<file path="config.mk">
export PLATFORM = sky130hd
export DESIGN_NAME = vga_compositor
export DESIGN_NICKNAME = d
export VERILOG_FILES = /design/src/rtl/vga_compositor.sv
export SDC_FILE = /design/constraint.sdc
export NUM_CORES = 1
export LEC_CHECK = 0
export BUFFER_PORTS_ARGS = -buffer_cell sky130_fd_sc_hd__buf_2
export CORE_ASPECT_RATIO = 0.9
export CORE_MARGIN = 2
export CORE_UTILIZATION = 34
export DETAILED_ROUTE_END_ITERATION = 16
export GPL_ROUTABILITY_DRIVEN = 0
export GPL_TIMING_DRIVEN = 0
export PLACE_DENSITY_LB_ADDON = 0.12
export SLEW_MARGIN = 20
export SYNTH_ARGS = -nofsm -noshare
export SYNTH_HDL_FRONTEND = slang
export SYNTH_SLANG_ARGS = --single-unit
</file>
<file path="constraint.sdc">
create_clock -name Pclk -period 2.65 [get_ports Pclk]
set_clock_uncertainty 0.2 [all_clocks]
set_input_delay 0.265 -clock Pclk [delete_from_list [all_inputs] [get_ports Pclk]]
set_output_delay 0.265 -clock Pclk [all_outputs]
set_load 0.05 [all_outputs]
</file>
<file path="src/rtl/vga_compositor.sv">
// Pixel compositor: layer priority/transparency, battle-box border, 12-bit VGA expansion,
// sync alignment and monster hit-flash FSM. Optional brightness fade-in under COMPOSITOR_FADE_EN.
module vga_compositor #(
  parameter int          SYNC_DLY     = 1,
  parameter int          FLASH_FRAMES = 24,
  parameter int          BLINK_LOG2   = 2,
  parameter int          BOX_X0       = 32,
  parameter int          BOX_Y0       = 240,
  parameter int          BOX_X1       = 607,
  parameter int          BOX_Y1       = 463,
  parameter logic [11:0] BG_RGB       = 12'h000
) (
  input  logic       Pclk,
  input  logic       rst_n,
  input  logic [9:0] xx,
  input  logic [9:0] yy,
  input  logic       aactive,
  input  logic       hsync_in,
  input  logic       vsync_in,
  input  logic       M1SpriteOn,
  input  logic [7:0] M1dataout,
  input  logic       HSpriteOn,
  input  logic [7:0] Hdataout,
  input  logic       hit,
  output logic [3:0] red,
  output logic [3:0] green,
  output logic [3:0] blue,
  output logic       hsync,
  output logic       vsync,
  output logic       flashing
);

  typedef enum logic {IDLE, FLASH} state_t;

  localparam logic [9:0] BX0     = 10'(BOX_X0);
  localparam logic [9:0] BY0     = 10'(BOX_Y0);
  localparam logic [9:0] BX1     = 10'(BOX_X1);
  localparam logic [9:0] BY1     = 10'(BOX_Y1);
  localparam logic [7:0] FC_LAST = 8'(FLASH_FRAMES - 1);
  // delay-line word is {active, hsync, vsync, box}; syncs idle high
  localparam logic [3:0] DL_RST  = 4'b0110;

  function automatic logic [11:0] expand(input logic [7:0] p);
    return {p[7:5], p[7], p[4:2], p[4], p[1:0], p[1:0]};
  endfunction

  logic box, tick;
  always_comb begin
    box = (xx >= BX0) && (xx <= BX1) && (yy >= BY0) && (yy <= BY1) &&
          ((xx <= BX0 + 10'd2) || (xx + 10'd2 >= BX1) ||
           (yy <= BY0 + 10'd2) || (yy + 10'd2 >= BY1));
    tick = (xx == 10'd639) && (yy == 10'd479);
  end

  logic [SYNC_DLY-1:0][3:0] dl;
  always_ff @(posedge Pclk or negedge rst_n) begin
    if (!rst_n) begin
      dl <= {SYNC_DLY{DL_RST}};
    end else begin
      dl[0] <= {aactive, hsync_in, vsync_in, box};
      for (int i = 1; i < SYNC_DLY; i++) dl[i] <= dl[i-1];
    end
  end

  logic d_active, d_hs, d_vs, d_box;
  assign {d_active, d_hs, d_vs, d_box} = dl[SYNC_DLY-1];

  state_t     state, state_nxt;
  logic [7:0] fc, fc_nxt;
  logic       mon_vis;

  always_ff @(posedge Pclk or negedge rst_n) begin
    if (!rst_n) begin
      state <= IDLE;
      fc    <= 8'd0;
    end else begin
      state <= state_nxt;
      fc    <= fc_nxt;
    end
  end

  always_comb begin
    state_nxt = state;
    fc_nxt    = fc;
    mon_vis   = 1'b1;
    case (state)
      IDLE: begin
        if (hit) begin
          state_nxt = FLASH;
          fc_nxt    = 8'd0;
        end
      end
      FLASH: begin
        mon_vis = ~fc[BLINK_LOG2];
        // a hit always restarts the blink sequence, even on a frame tick
        if (hit) begin
          fc_nxt = 8'd0;
        end else if (tick) begin
          if (fc == FC_LAST) begin
            state_nxt = IDLE;
            fc_nxt    = 8'd0;
          end else begin
            fc_nxt = fc + 8'd1;
          end
        end
      end
      default: begin
        state_nxt = IDLE;
        fc_nxt    = 8'd0;
      end
    endcase
  end

  assign flashing = (state == FLASH);

  logic        h_on, m_on;
  logic [11:0] rgb, out_rgb;
  always_comb begin
    h_on = HSpriteOn && (Hdataout != 8'h00);
    m_on = M1SpriteOn && (M1dataout != 8'h00) && mon_vis;
    if (h_on)       rgb = expand(Hdataout);
    else if (m_on)  rgb = expand(M1dataout);
    else if (d_box) rgb = 12'hFFF;
    else            rgb = BG_RGB;
  end

`ifdef COMPOSITOR_FADE_EN
  logic [3:0] level;
  always_ff @(posedge Pclk or negedge rst_n) begin
    if (!rst_n)                      level <= 4'd0;
    else if (tick && level != 4'hF)  level <= level + 4'd1;
  end

  function automatic logic [3:0] scale(input logic [3:0] c, input logic [3:0] lv);
    logic [7:0] p;
    p = {4'd0, c} * ({4'd0, lv} + 8'd1);
    return p[7:4];
  endfunction

  assign out_rgb = {scale(rgb[11:8], level), scale(rgb[7:4], level), scale(rgb[3:0], level)};
`else
  assign out_rgb = rgb;
`endif

  always_ff @(posedge Pclk or negedge rst_n) begin
    if (!rst_n) begin
      red   <= 4'd0;
      green <= 4'd0;
      blue  <= 4'd0;
      hsync <= 1'b1;
      vsync <= 1'b1;
    end else begin
      red   <= d_active ? out_rgb[11:8] : 4'd0;
      green <= d_active ? out_rgb[7:4]  : 4'd0;
      blue  <= d_active ? out_rgb[3:0]  : 4'd0;
      hsync <= d_hs;
      vsync <= d_vs;
    end
  end

endmodule
</file>
==> impl_metrics.csv <==
group,metric,value,unit
timing,slew_headroom,0.565,
clock_network,clkTransAtPathRegs,80,ps
yosys,ys_ff_latch,23,
setup_path,cp_data_arrival_time,1910,ps
yosys,postSynth.asyncResetShare,1.00,
setup_path,cp-start-kind,"register",
yosys,synth_top_family_by_area,"simple AND/OR/NAND/NOR gates",
timing,drv_slew,0,
yosys,synth_compound_area_frac,0.231,
grt,met3_usage,0.0320,
setup_path,end_kind,"register",
floorplan,num_io_pins,59,
setup_path,path_delay_family,"compound AO/OA/AOI/OAI gates",
timing,tns,0,ps
yosys,seq_area_frac_synth,0.368,
placed_design,io_buffers,56,
run,cap_violations,0,
placed_design,dp_slack,580,ps
final_layout,syn2layout_area_growth,28.1,%
yosys,synthCells,176,
clock_network,clock-sinks,23,
timing,fmax,510,MHz
pwr,power.leakage,0.000960,uW
floorplan,row_count,23,
yosys,ys_warn_count,0,
detailed_routing,postRouteAntennaNets,0,
detailed_routing,drtPass1Iterations,4,
outcome,status,"completed",
yosys,ys_types,59,
clock_network,cts_max_level,1,
pwr,ir_drop,0.230,mV
final_layout,num-fill-cells,443,
clock_network,post_cts_buffers,0,
floorplan,die_h,68.7,um
clock_network,cts.path.max_buffers,2,
detailed_routing,routedWlPerCell,12.2,um
yosys,netlist_area,1580,um^2
floorplan,die_area,5210,um^2
detailed_routing,routed_wl,3700,um
pwr,powerDensity,389,nW/um^2
clock_network,ctsResizeCount,0,
yosys,avgSynthCellArea,8.97,um^2
timing,period_share,0.740,
clock_network,tritoncts,"done",
setup_path,reg2reg_slack,690,ps
setup_path,crit_chain,"ha_1 > nand4b_1 > o41a_1 > and4_4 > buf_6 > a221o_1",
clock_network,clk_latency,260,ps
final_layout,nNetsFinal,290,
floorplan,chipWidth,75.8,um
grt,antenna_found_initial,0,
yosys,synthesis.nets,225,
detailed_routing,vias,1565,
grt,track_usage,0.143,
timing,rsz0062_at_grt,"no",
floorplan,start_util,0.354,
timing,hold_viol,0,
grt,grt_pass1_wl,5870,um
clock_network,hold_buffers,4,
grt,grt_pass1_vias,1319,
grt,met2_usage,0.224,
setup_path,critPathMaxStageDelay,370,ps
grt,grt_busiest_layer,"met2",
yosys,synth_top_cell_by_area,"dfrtp_1",
yosys,yosysTopAreaCellShare,0.301,
worst_hold_path,min-delay-path-class,"in -> reg",
timing,setup_violations,0,
timing,min_period,1960,ps
grt,grt_max_degree,24,
yosys,synth_xor_area_frac,0.0111,
grt,overflow,0,
final_layout,antenna_cells,0,
timing,tightest_slew,651,ps
clock_network,numCtsBuffers,3,
setup_path,critPathMaxFanout,10,
detailed_routing,viasPerCell,5.18,
final_layout,layout-drive-gt1-share,0.354,
setup_path,critical_path_class,"reg -> reg",
placed_design,hpwl,2920,um
timing,setup_ws,688,ps
yosys,synth-simple-area-share,0.276,
setup_path,crit_slowest_cell,"dfrtp_1",
grt,use_met1,0.209,
yosys,synth_enable_flop_cells,0,
yosys,synthMuxAreaShare,0.0198,
yosys,synth-main-ff-cell,"dfrtp_1",
setup_path,worstPathRequired,2600,ps
yosys,synthAdderAreaFrac,0.0460,
detailed_routing,drtIter0Drc,66,
clock_network,clock-root-buffer,"clkbuf_8",
yosys,synthTopCellsByArea,"dfrtp_1, dfstp_2, a31oi_1",
floorplan,core-area,4460,um^2
setup_path,timing.critical_path.buf_inv,1,
detailed_routing,post-route-drc-count,0,
==> metrics by stage <==
stage,std cells,utilization,instance area [um^2],hold slack (ps),power (uW)
2_1_floorplan,176,-,1580,-231,500
3_3_place_gp,294,0.434,1940,68.5,580
3_5_place_dp,294,0.434,1940,76.9,580
4_1_cts,302,0.454,2020,7.79,801
5_1_grt,302,0.454,2020,11.6,837
6_report,302,0.454,2020,13.2,787
==> state kept, by name, indices dropped and copies added (netlist names) <==
register and count:
fc 8, dl 4, green 3, red 3, blue 2, flashing 1
hsync 1, vsync 1
==> worst paths after layout <==
path / startpoint / endpoint / cells past startpoint
setup / recovery: fc[0]$_DFFE_PN0P_ / fc[7]$_DFFE_PN0P_ / 6
hold / removal: hit / fc[1]$_DFFE_PN0P_ / 2
setup reg to reg: fc[0]$_DFFE_PN0P_ / fc[7]$_DFFE_PN0P_ / 6
hold reg to reg: dl[1]$_DFF_PN1_ / vsync$_DFF_PN1_ / 0
max in group asynchronous: rst_n / dl[1]$_DFF_PN1_ / 2
min in group asynchronous: rst_n / fc[7]$_DFFE_PN0P_ / 2
==> per-layer routing <==
layer,vias up,part of all wire
li1,804,-
met1,730,0.51
met2,29,0.45
met3,2,0.039
met4,0,0.0054
met5,-,0
==> placed cells by master, fill, tap and decap left out, drive strengths merged, types with 2 or more instances in the layout <==
cell type	instances
o21ai	12
nand4	6
nand2b	4
inv	6
nor2b	3
and3	4
and4	2
a21o	2
buf	63
mux2i	2
ha	5
or3	2
nand2	16
nand3	9
xor2	2
nor2	12
clkbuf	4
a21oi	9
dlygate4sd3	4
or4	5
or2	2
dfrtp	19
a31oi	13
dfstp	4
==> report_power, final <==
part | switching [uW] | total (uW) | internal (uW)
registers | 5.36 | 371 | 366
logic | 131 | 206 | 75.1
clock network | 105 | 210 | 105
total | 241 | 787 | 546
==> area by class of cell <==
type | count | area [um^2] | area share
sequential | 23 | 581 | 0.287
tap | 62 | 77.6 | 0.0383
buffer | 8 | 55.1 | 0.0272
inverter | 6 | 22.5 | 0.0111
timing repair buffer | 60 | 320 | 0.158
clock buffer | 3 | 41.3 | 0.0204
multi-input combinational | 139 | 921 | 0.455
clock inverter | 1 | 5.00 | 0.00247
==> cell usage after synthesis (2+ instances only) <==
| cell | instances |
|---|---|
| xor2_1 | 2 |
| dfstp_2 | 4 |
| buf_2 | 2 |
| nand4_1 | 6 |
| dfrtp_1 | 19 |
| and4_4 | 2 |
| nand3_1 | 9 |
| or3_1 | 2 |
| nand2b_1 | 4 |
| a21oi_1 | 9 |
| inv_1 | 6 |
| nor2_1 | 11 |
| ha_1 | 5 |
| or4_1 | 4 |
| nand2_1 | 16 |
| buf_4 | 4 |
| or2_2 | 2 |
| and3_1 | 4 |
| mux2i_1 | 2 |
| a31oi_1 | 13 |
| nor2b_1 | 3 |
| o21ai_0 | 10 |
==> logic make-up after synthesis <==
| family | count (synthesis) |
|---|---|
| AO/OA/AOI/OAI | 53 |
| XOR/XNOR | 2 |
| adder cells (fa/ha/maj) | 6 |
| buffers and inverters | 14 |
| flip-flops | 23 |
| multiplexers | 3 |
| AND/OR/NAND/NOR | 75 |
Note: power is estimated with default switching activity, not from simulation.
